## src/rtl/can_tx_scheduler.sv

```systemverilog
// can_tx_scheduler: transmit mailbox scheduler in front of can_tx.
// Picks the pending frame with the lowest ID (ties go to the lowest mailbox index),
// launches it, and re-queues it on arbitration loss or bus error.
// Optional feature macro: CAN_TXSCHED_RETRY_LIMIT_EN. When it is defined, a frame is
// aborted after MAX_RETRY failed attempts. When it is undefined, retries are unlimited
// and mb_abort is tied low.
module can_tx_scheduler #(
   parameter int NUM_MB    = 4,
   parameter int ID_W      = 11,
   parameter int DATA_W    = 32,
   parameter int MAX_RETRY = 15
) (
   input  logic                     clk,
   input  logic                     RESET,
   input  logic [NUM_MB-1:0]        mb_req,
   input  logic [NUM_MB*ID_W-1:0]   mb_id,
   input  logic [NUM_MB*DATA_W-1:0] mb_data,
   output logic [NUM_MB-1:0]        mb_pending,
   output logic [NUM_MB-1:0]        mb_done,
   output logic [NUM_MB-1:0]        mb_abort,
   output logic                     tx_start,
   output logic [ID_W-1:0]          tx_id,
   output logic [DATA_W-1:0]        tx_data,
   input  logic                     tx_busy,
   input  logic                     tx_done,
   input  logic                     tx_arb_lost,
   input  logic                     tx_error
);

   localparam int SEL_W = (NUM_MB <= 2) ? 1 : $clog2(NUM_MB);

   localparam logic [1:0] ST_IDLE   = 2'd0;
   localparam logic [1:0] ST_SELECT = 2'd1;
   localparam logic [1:0] ST_LAUNCH = 2'd2;
   localparam logic [1:0] ST_WAIT   = 2'd3;

   if (NUM_MB < 2 || NUM_MB > 8 || MAX_RETRY < 1 || MAX_RETRY > 15) begin : g_param_check
      $error("can_tx_scheduler: NUM_MB must be 2..8 and MAX_RETRY 1..15");
   end

   logic [1:0]        state_q, state_d;
   logic [NUM_MB-1:0] pending_q, pending_d;
   logic [SEL_W-1:0]  sel_q, sel_d;
   logic [ID_W-1:0]   tx_id_q, tx_id_d;
   logic [DATA_W-1:0] tx_data_q, tx_data_d;
   logic [ID_W-1:0]   id_q   [NUM_MB];
   logic [DATA_W-1:0] data_q [NUM_MB];

   logic              found;
   logic [SEL_W-1:0]  best_idx;
   logic [ID_W-1:0]   best_id;
   logic [NUM_MB-1:0] sel_oh;
   logic              in_wait;
   logic              ok;
   logic              fail;
   logic              limit_hit;

   // Lowest-ID search over pending mailboxes; strict less-than keeps the lower index on ties.
   always_comb begin
      found    = 1'b0;
      best_idx = '0;
      best_id  = '0;
      for (int unsigned i = 0; i < NUM_MB; i++) begin
         if (pending_q[i] && (!found || id_q[i] < best_id)) begin
            found    = 1'b1;
            best_idx = SEL_W'(i);
            best_id  = id_q[i];
         end
      end
   end

   // Outcome decode for the frame in flight; reset masks any outcome arriving with it.
   always_comb begin
      sel_oh        = '0;
      sel_oh[sel_q] = 1'b1;
      in_wait       = (state_q == ST_WAIT) && !RESET;
      ok            = in_wait && tx_done;
      fail          = in_wait && !tx_done && (tx_error || tx_arb_lost);
   end

`ifdef CAN_TXSCHED_RETRY_LIMIT_EN
   localparam logic [3:0] RETRY_MAX = 4'(MAX_RETRY);

   logic [3:0] retry_q [NUM_MB];
   logic [3:0] retry_inc;

   // Saturating attempt count for the selected mailbox and abort decision.
   always_comb begin
      retry_inc = (retry_q[sel_q] == 4'hF) ? 4'hF : retry_q[sel_q] + 4'd1;
      limit_hit = fail && (retry_inc >= RETRY_MAX);
   end

   // Per-mailbox retry counters: cleared on success/abort, bumped on failure.
   always_ff @(posedge clk) begin
      if (RESET) begin
         for (int unsigned i = 0; i < NUM_MB; i++) retry_q[i] <= '0;
      end else if (ok || limit_hit) begin
         retry_q[sel_q] <= '0;
      end else if (fail) begin
         retry_q[sel_q] <= retry_inc;
      end
   end
`else
   assign limit_hit = 1'b0;
`endif

   // Mealy completion pulses so that pending is still set during the pulse cycle.
   always_comb begin
      mb_done  = ok        ? sel_oh : '0;
      mb_abort = limit_hit ? sel_oh : '0;
   end

   // Next-state logic for the scheduler FSM, pending flags and launch registers.
   always_comb begin
      state_d   = state_q;
      pending_d = pending_q;
      sel_d     = sel_q;
      tx_id_d   = tx_id_q;
      tx_data_d = tx_data_q;
      for (int unsigned i = 0; i < NUM_MB; i++) begin
         if (mb_req[i] && !pending_q[i]) pending_d[i] = 1'b1;
      end
      if (ok || limit_hit) pending_d[sel_q] = 1'b0;
      case (state_q)
         ST_IDLE: begin
            if ((|pending_q) && !tx_busy) state_d = ST_SELECT;
         end
         ST_SELECT: begin
            sel_d     = best_idx;
            tx_id_d   = best_id;
            tx_data_d = data_q[best_idx];
            state_d   = ST_LAUNCH;
         end
         ST_LAUNCH: begin
            state_d = ST_WAIT;
         end
         default: begin
            if (ok || fail) state_d = ST_IDLE;
         end
      endcase
   end

   // Control state registers with synchronous reset.
   always_ff @(posedge clk) begin
      if (RESET) begin
         state_q   <= ST_IDLE;
         pending_q <= '0;
         sel_q     <= '0;
         tx_id_q   <= '0;
         tx_data_q <= '0;
      end else begin
         state_q   <= state_d;
         pending_q <= pending_d;
         sel_q     <= sel_d;
         tx_id_q   <= tx_id_d;
         tx_data_q <= tx_data_d;
      end
   end

   // Mailbox storage: captured only when a post is accepted, so pending slots never change.
   always_ff @(posedge clk) begin
      for (int unsigned i = 0; i < NUM_MB; i++) begin
         if (mb_req[i] && !pending_q[i]) begin
            id_q[i]   <= mb_id[i*ID_W +: ID_W];
            data_q[i] <= mb_data[i*DATA_W +: DATA_W];
         end
      end
   end

   assign mb_pending = pending_q;
   assign tx_start   = (state_q == ST_LAUNCH);
   assign tx_id      = tx_id_q;
   assign tx_data    = tx_data_q;

endmodule

```

## config.mk

```make
export PLATFORM = sky130hd
export DESIGN_NAME = can_tx_scheduler
export DESIGN_NICKNAME = d
export VERILOG_FILES = /design/src/rtl/can_tx_scheduler.sv
export SDC_FILE = /design/constraint.sdc
export NUM_CORES = 1
export LEC_CHECK = 0
export ABC_AREA = 1
export BUFFER_PORTS_ARGS = -buffer_cell sky130_fd_sc_hd__buf_4
export CAP_MARGIN = 20
export CORE_UTILIZATION = 40
export DETAILED_ROUTE_END_ITERATION = 10
export GPL_TIMING_DRIVEN = 0
export PLACE_DENSITY = 0.74
export RECOVER_POWER = 50
export SLEW_MARGIN = 25
export SYNTH_ARGS = -nofsm -noshare
export SYNTH_HDL_FRONTEND = slang
export SYNTH_SLANG_ARGS = --single-unit
```

## constraint.sdc

```tcl
create_clock -name clk -period 16.4 [get_ports clk]
set_input_delay 3.28 -clock clk [delete_from_list [all_inputs] [get_ports clk]]
set_output_delay 3.28 -clock clk [all_outputs]
set_load 0.01 [all_outputs]
```

== Yosys cells after proc, flatten, opt, wreduce, memory -nomap -nowiden ==
Memory sizes are Yosys's and may differ from the RTL's. A register that Yosys moved wholly into a read port is not among the register bits.
Cells that the tools add are included.
Word-level totals
  register bits after elaboration: 19
  latch bits: 0
  bits in writable memories: 172
  bits in read-only memories: 0
  input bits: 182
  output and inout port bits: 56
  logic and storage cells: 78
  memories: 2
Cells by class
  add/subtract/negate cells: 0
  $mul: 0
  div/mod/pow operators: 0
  magnitude comparators: 5
  eq/ne operators: 4
  shift operators: 0
  mux-type cells: 29
  bitwise logic cells: 2
  reduce and logical (&&, ||, !) cells: 32
Memories
  data_q: words 4, bits a word 32, rd ports 1, clocked after memory_dff 1, write ports 4, line 47  | logic [DATA_W-1:0] data_q [NUM_MB];
  id_q: words 4, bits a word 11, rd ports 4, clocked after memory_dff 0, write ports 4, line 46  | logic [ID_W-1:0] id_q [NUM_MB];
Operators by type and width (count)
  two-way mux 11 bit: 4
  < comparator 11 bit: 3
  two-way mux 1 bit: 17
  logical AND 1 bit: 13
  zero test 1 bit: 10
  two-way mux 2 bit: 4
  two-way mux 4 bit: 2
  one-hot mux 2 bit (3 select lines): 1
  logical OR 1 bit: 5
  bitwise AND 4 bit: 1
  equality test 2 bit (second input constant): 2
  inverter 4 bit: 1
  nonzero test 4 bit: 1
  OR reduction 4 bit: 1
  < comparator 2 x 3 -> 1 bit (second input constant): 1
  demux 1 bit (select 2 bit): 1
  equality test 2 x 1 -> 1 bit (second input constant): 1
  greater-or-equal comparator 2 x 1 -> 1 bit (second input constant): 1
  zero test 2 bit: 1
  != test 2 bit (second input constant): 1
  AND reduction 2 bit: 1

== Logic depth before layout (Yosys ltp) ==
Gate-level depths: netlist of the first run.
An unclocked memory read counts as a cell.
  depth in word-level cells: 14
  depth in mapped cells: 44
  gate-level depth less buffers: 38

== Worst setup path after synthesis of the first run ==
OpenSTA, ideal clock, no wires.
  path kind: input-to-output
  start: in RESET
  end: out mb_done[0]
  arrival: 3.814 ns
  required time: 13.120 ns
  setup slack: 9.306 ns
  stages: 3
  path buffers: 0
  path through: nor2_1 > nand2_1 > nor3_1
On the way
  word-level cells in the longest chain between the ends: 4
RTL lines
  start: declaration: line 14  | input logic RESET,
  zero test 1 bit: line 76  | in_wait = (state_q == ST_WAIT) && !RESET;
  logical AND 1 bit: line 76
  logical AND 1 bit: line 77  | ok = in_wait && tx_done;
  two-way mux 4 bit: line 109  | mb_done = ok ? sel_oh : '0;
  end: declaration: line 19  | output logic [NUM_MB-1:0] mb_done,
No other way between the ends.

== Final worst setup path of the first run ==
Ends and elaborated chain as after synthesis.

==> metrics.yaml, run 1 <==
yosys:
  synthMuxAreaShare_pct: 0
  synthAdderAreaFrac_pct: 4.31
  synth_simple_gate_area_share_pct: 20.0
  yosys.cell_types.count: 29
  synth-xor-area-share_pct: 0
  synth_cells: 1018
  ys_warn_count: 0
  synth.avg_cell_area_um2: 9.70
  synth_top_family_by_area: "simple AND/OR/NAND/NOR gates"
  synth_compound_area_share_pct: 4.50
  ys_seq_area_share_pct: 62.6
  ys_ff_latch: 223
  synth_area_mm2: 0.00988
floorplan:
  die_area_mm2: 0.0253
  die_height_um: 159
  rows: 57
  ios: 238
  initial_core_util_pct: 40.7
  core-area_mm2: 0.0242
  dieWidth_um: 159
grt:
  grt_pass1_vias: 7680
  grt_max_degree: 24
  grt_util_all_layers_pct: 20.9
  grt_overflow: 0
  antenna_found_initial: 0
  grt_pass1_wl_um: 40800
place:
  gp_congestion: 0.876
  port_buffers: 233
  dp_hpwl_um: 20000
cts:
  clkLatencyLatePin_ns: 0.54
  clock_sinks: 223
  cts_hold_buf: 0
  cts_made_buffers: 25
  post_cts_buffers: 0
  clk_path_buf_depth: 3
  cts_tree: "done"
  cts_root_buf: "clkbuf_16"
  htree_levels: 1
  ctsResizeCount: 0
  clk_pin_slew_worst_paths_ns: 0.06
detailed_routing:
  avgViaCountPerCell: 4.70
  first_pass_iters: 5
  drc: 0
  post_drt_wl_per_cell_um: 16.4
  drt_iter0_markers: 441
  finalWirelength_um: 26700
  vias: 7677
  antenna_left: 0
critical_path:
  cp_slowest_cell: "nor3_1"
  worstSetupEndpointType: "primary output"
  cp_cell_sequence: "buf_4 -> nor2_1 -> nand2_1 -> nor3_1 -> buf_4"
  critPathMaxStageDelay_ns: 0.51
  startpoint_type: "input port"
  timing.rr.start: "mb_pending[0]"
  crit_arrival_ns: 4.42
  path_max_fanout: 5
  reg2reg_to: "tx_data[0]"
  path_class: "input port to primary output"
  ff2ff_setup_slack_ns: 9.55
  reg2regPathDepth: 40
  cpMostUsedCell: "buf_4"
  cp.required_ns: 13.12
pwr:
  power_mw: 1.66
  internal-power_mw: 1.16
  p_sw_uw: 498
  p_seq_share_pct: 42.4
  p_per_area_mw_per_mm2: 128
  clock_power_share_pct: 33.2
  p_sw_share_pct: 30.0
  p_comb_share_pct: 24.4
  leakagePower_nw: 5.95
  max-vdd-ir-drop_v: 0.0000898
timing:
  hold_violations: 0
  tightest_slew_ns: 1.47
  clock-skew-final_ns: 0.0137
  rsz0062_at_grt: "false"
  setup_viol: 0
  maxSlewViolCount: 0
  max_freq_mhz: 130
  relSlewSlack_pct: 2.30
  setup_tns_ns: 0
  fin_crit_sh_pct: 46.9
  layout_min_cycle_time_ns: 7.70
layout:
  n_antenna_cell: 0
  area_growth_pct: 31.5
  multiInputGateArea_mm2: 0.00288
  final_common_cell: "nand2_1"
  layout_common_cells: "205 x nand2_1, 172 x edfxtp_1, 165 x clkbuf_4"
  sequential_cell_area_mm2: 0.00619
  drive_above_1_share_pct: 23.0
  nets: 1505
  fillCellCount: 2144
run_status:
  status: "finished clean"
min_path:
  worstHoldEndpoint: "tx_id[3]"
  holdPathStages: 2
  hp-class: "flop to flop"
  min_from: "tx_id[3]"
run:
  cap_viol_max_count: 0
==> layer usage <==
metal | GRT usage (%) | vias to the layer above | wire, µm
met5 | 0 | - | 0
met4 | 8.26 | 0 | 835
met3 | 3.41 | 61 | 1470
met2 | 36.0 | 228 | 13200
met1 | 26.1 | 3538 | 11200
li1 | - | 3850 | -
==> final cells by class <==
class                      instances  share of cell area [%]
tap                              324                    3.12
timing repair buffer             241                    14.4
multi-input combinational        596                    22.1
buffer                            47                    1.99
clock inverter                    10                   0.665
clock buffer                      36                    5.61
sequential                       223                    47.6
inverter                         155                    4.48
==> flip-flops by register name, summed over array words and instances (netlist names) <==
register    count
tx_data        32
state_q         2
id_q           44
mb_pending      4
data_q        128
tx_id          11
sel_q           2
==> worst max-delay path by stage <==
stage | startpoint | to | cells past startpoint
after floorplan | RESET | mb_done[0] | 3
after global placement | RESET | mb_done[0] | 5
after detailed placement | RESET | mb_done[1] | 5
after CTS | RESET | mb_done[1] | 5
after global routing | RESET | mb_done[1] | 5
final | RESET | mb_done[0] | 5
==> per-stage QoR <==
step / hold slack (ns) / utilization, % / cells / cell area (µm²) / worst slack, ns
global placement: 0.456 / 49.7 / 1578 / 12000 / 8.76
global route: 0.494 / 53.6 / 1632 / 13000 / 8.64
CTS: 0.476 / 54.0 / 1632 / 13100 / 8.74
detailed placement: 0.465 / 50.6 / 1586 / 12300 / 8.74
finish: 0.474 / 53.6 / 1632 / 13000 / 8.70
floorplan: 0.490 / - / 1021 / 9890 / 9.31
==> worst max-delay path, delay by kind of cell <==
kind | cells | cell delay [ns]
and+or+nand+nor | 3 | 0.79
buffers and inverters | 2 | 0.34
==> cell usage after synthesis <==
library cell  count  share of area (%)
nor2_1          144                5.5
nand2_2           6               0.38
o21ai_1          11               0.56
a21boi_1          1              0.076
nand3_1         104                5.3
a2111oi_0         2               0.18
o2111ai_1         1              0.089
a21o_1            1              0.076
a31oi_1           2               0.13
nand2_8           1               0.20
o21ai_0          31                1.6
or2_2             2               0.13
inv_1           153                5.8
ha_1             34                4.3
edfxtp_1        172                 52
buf_4             7               0.53
a21oi_1          36                1.8
clkbuf_1         24               0.91
buf_6             6               0.68
clkinv_1          2              0.076
nand3b_1          1              0.076
nand4_1           4               0.25
conb_1            1              0.038
buf_2             9               0.46
nor3_1            4               0.20
nand2_1         205                7.8
dfxtp_1          51                 10
buf_1             1              0.038
nand2_4           2               0.23
==> logic make-up after synthesis <==
| kind of cell | Yosys count |
|---|---|
| simple gates | 473 |
| flops | 223 |
| buf+inv | 202 |
| compound gates | 85 |
| fa+ha+maj | 34 |
| other cells | 1 |
==> power groups by stage <==
| stage | Sequential [mW] | Clock, mW | Combinational [mW] |
|---|---|---|---|
| after floorplan | 0.725 | 0 | 0.224 |
| after global placement | 0.717 | 0 | 0.394 |
| after detailed placement | 0.716 | 0 | 0.413 |
| after CTS | 0.705 | 0.560 | 0.415 |
| after global routing | 0.711 | 0.584 | 0.453 |
| final | 0.706 | 0.552 | 0.405 |
(Power assumes the default switching activity.)
==> run 2, diff against run 1 <==
--- a/config.mk
+++ b/config.mk
@@ -11,7 +11,7 @@
 export CORE_UTILIZATION = 40
 export DETAILED_ROUTE_END_ITERATION = 10
 export GPL_TIMING_DRIVEN = 0
-export PLACE_DENSITY = 0.74
+export PLACE_DENSITY = 0.76
 export RECOVER_POWER = 50
 export SLEW_MARGIN = 25
 export SYNTH_ARGS = -nofsm -noshare
==> constraint.sdc (replaced) <==
create_clock -name clk -period 6.4 [get_ports clk]
set_input_delay 1.28 -clock clk [delete_from_list [all_inputs] [get_ports clk]]
set_output_delay 1.28 -clock clk [all_outputs]
set_load 0.01 [all_outputs]
==> run 2 against run 1 <==
Net effect: the run now ends with max-capacitance violations, max-slew violations left; worst setup slack worse by 8.2 ns; critical path depth is 33 higher; largest cell class unchanged; sequential cell count stayed put; die area stayed put; largest power group unchanged; sequential share of layout area hardly changed; highest routed layer unchanged.
==> metrics.yaml, run 2 (synthesis results as in run 1) <==
floorplan:
  dieWidth_um: 159
  rows: 57
  die_height_um: 159
  die_area_mm2: 0.0253
  initial_core_util_pct: 40.7
  ios: 238
  core-area_mm2: 0.0242
critical_path:
  worstSetupEndpointType: "flop"
  startpoint_type: "flop"
  cpMostUsedCell: "nand2_1"
  critPathMaxStageDelay_ns: 0.34
  path_class: "flop to flop"
  ff2ff_setup_slack_ns: 0.52
  reg2reg_to: "tx_data[23]"
  cp.required_ns: 6.81
  reg2regPathDepth: 38
  timing.rr.start: "mb_pending[0]"
  path_max_fanout: 10
  cp_slowest_cell: "dfxtp_1"
  crit_arrival_ns: 6.29
min_path:
  worstHoldEndpoint: "tx_id[3]"
  hp-class: "flop to flop"
  holdPathStages: 2
  min_from: "tx_id[3]"
run_status:
  violations: "max-capacitance violations, max-slew violations"
  status: "finished with violations"
run:
  cap_viol_max_count: 1
layout:
  regMostFlops: "data_q"
  final_cells: 1629
  fillCellCount: 2177
  layout_common_cells: "205 x nand2_1, 173 x clkbuf_4, 172 x edfxtp_1"
  final_common_cell: "nand2_1"
  nets: 1504
  multiInputGateArea_mm2: 0.00290
  largest_reg_flops: 128
  area_growth_pct: 31.5
  n_antenna_cell: 0
  sequential_cell_area_mm2: 0.00619
  drive_above_1_share_pct: 23.9
pwr:
  p_per_area_mw_per_mm2: 328
  power_mw: 4.26
  max-vdd-ir-drop_v: 0.000266
  leakagePower_nw: 5.96
detailed_routing:
  finalWirelength_um: 27300
  post_drt_wl_per_cell_um: 16.7
  first_pass_iters: 5
  wl_met3_um: 1830
  antenna_left: 0
  drc: 0
  met2WireLength_um: 13700
  avgViaCountPerCell: 4.82
  vias: 7849
  drt_iter0_markers: 511
  wl_met1_um: 11100
  dr.max_layer_used: "met4"
place:
  dp_hpwl_um: 20200
  port_buffers: 233
  dpl.cell_count: 1586
  gp_congestion: 0.854
grt:
  grt_util_all_layers_pct: 21.4
  grt_pass1_vias: 7672
  grt_overflow: 0
  antenna_found_initial: 0
  grt_max_degree: 25
  grt_pass1_wl_um: 42100
cts:
  clock_sinks: 223
  cts_root_buf: "clkbuf_16"
  clkLatencyLatePin_ns: 0.51
  cts_tree: "done"
  htree_levels: 1
  clk_path_buf_depth: 3
  clk_pin_slew_worst_paths_ns: 0.06
  cts_made_buffers: 24
  post_cts_buffers: 0
timing:
  max_freq_mhz: 170
  hold_violations: 0
  tightest_slew_ns: 1.60
  setup_viol: 0
  fin_crit_sh_pct: 91.8
  relSlewSlack_pct: -6.56
  clock-skew-final_ns: 0.0185
  maxSlewViolCount: 20
  layout_min_cycle_time_ns: 5.88
  rsz0062_at_grt: "false"
==> run 2: cell types whose count changed in the layout (fill, tap and decap cells not counted), moves of 3 or more <==
cell / previous run / this run
clkbuf_1: 41 / 34
clkbuf_4: 165 / 173
o21ai_1: 11 / 20
o21ai_2: 0 / 3
buf_16: 5 / 2
o21ai_0: 31 / 19
==> run 2: routing by layer <==
layer | vias to the layer above | track usage (%)
met5 | - | 0
met4 | 0 | 6.03
met3 | 46 | 3.26
met2 | 331 | 37.6
met1 | 3632 | 27.4
li1 | 3840 | -
==> run 2: critical path, delay by kind of cell, from the launching register on <==
family          cells  cell delay [ns]
flops               1             0.34
buf+inv             8             1.26
fa+ha+maj           3             0.91
compound gates      8             1.46
simple gates       19             1.78
==> run 2: how the worst max path moves through the flow <==
stage                  start          end  cells after the start
2_1_floorplan  mb_pending[0]  tx_data[24]                     42
3_3_place_gp   mb_pending[0]   tx_data[5]                     38
3_5_place_dp   mb_pending[0]  tx_data[24]                     40
4_1_cts        mb_pending[0]  tx_data[23]                     35
5_1_grt        mb_pending[0]   tx_data[2]                     39
6_report       mb_pending[0]  tx_data[23]                     38
==> run 2: repair_timing <==
action / in CTS / in global routing
pin swaps: 0 / 1
gates resized for setup: 11 / 23
hold buffers: 0 / 0
endpoints found under the setup margin: 45 / 45
==> run 2: report_power, final <==
group,internal [mW],leakage [nW],switching [mW],total (mW)
combinational,0.426,3.50,0.631,1.06
clock,0.850,0.399,0.548,1.40
sequential,1.73,2.06,0.0797,1.81
total,3.01,5.96,1.26,4.26
==> run 2: stage by stage <==
step | hold slack (ns) | worst slack [ns] | utilization [%] | area [µm²] | TNS [ns]
3_3_place_gp | 0.457 | -0.459 | 49.7 | 12000 | -13.73
2_1_floorplan | 0.490 | 1.14 | - | 9890 | 0
5_1_grt | 0.493 | 0.0331 | 53.6 | 13000 | 0
6_report | 0.468 | 0.525 | 53.6 | 13000 | 0
4_1_cts | 0.469 | 0.0450 | 54.0 | 13100 | 0
3_5_place_dp | 0.460 | -0.553 | 50.6 | 12300 | -17.98
==> run 2: final cells by class <==
class	instances	area share, %
Inverter	155	4.48
Timing Repair Buffer	241	14.1
Tap cell	324	3.12
Sequential cell	223	47.6
Buffer	47	2.10
Clock buffer	34	5.47
Multi-Input combinational cell	596	22.3
Clock inverter	9	0.713
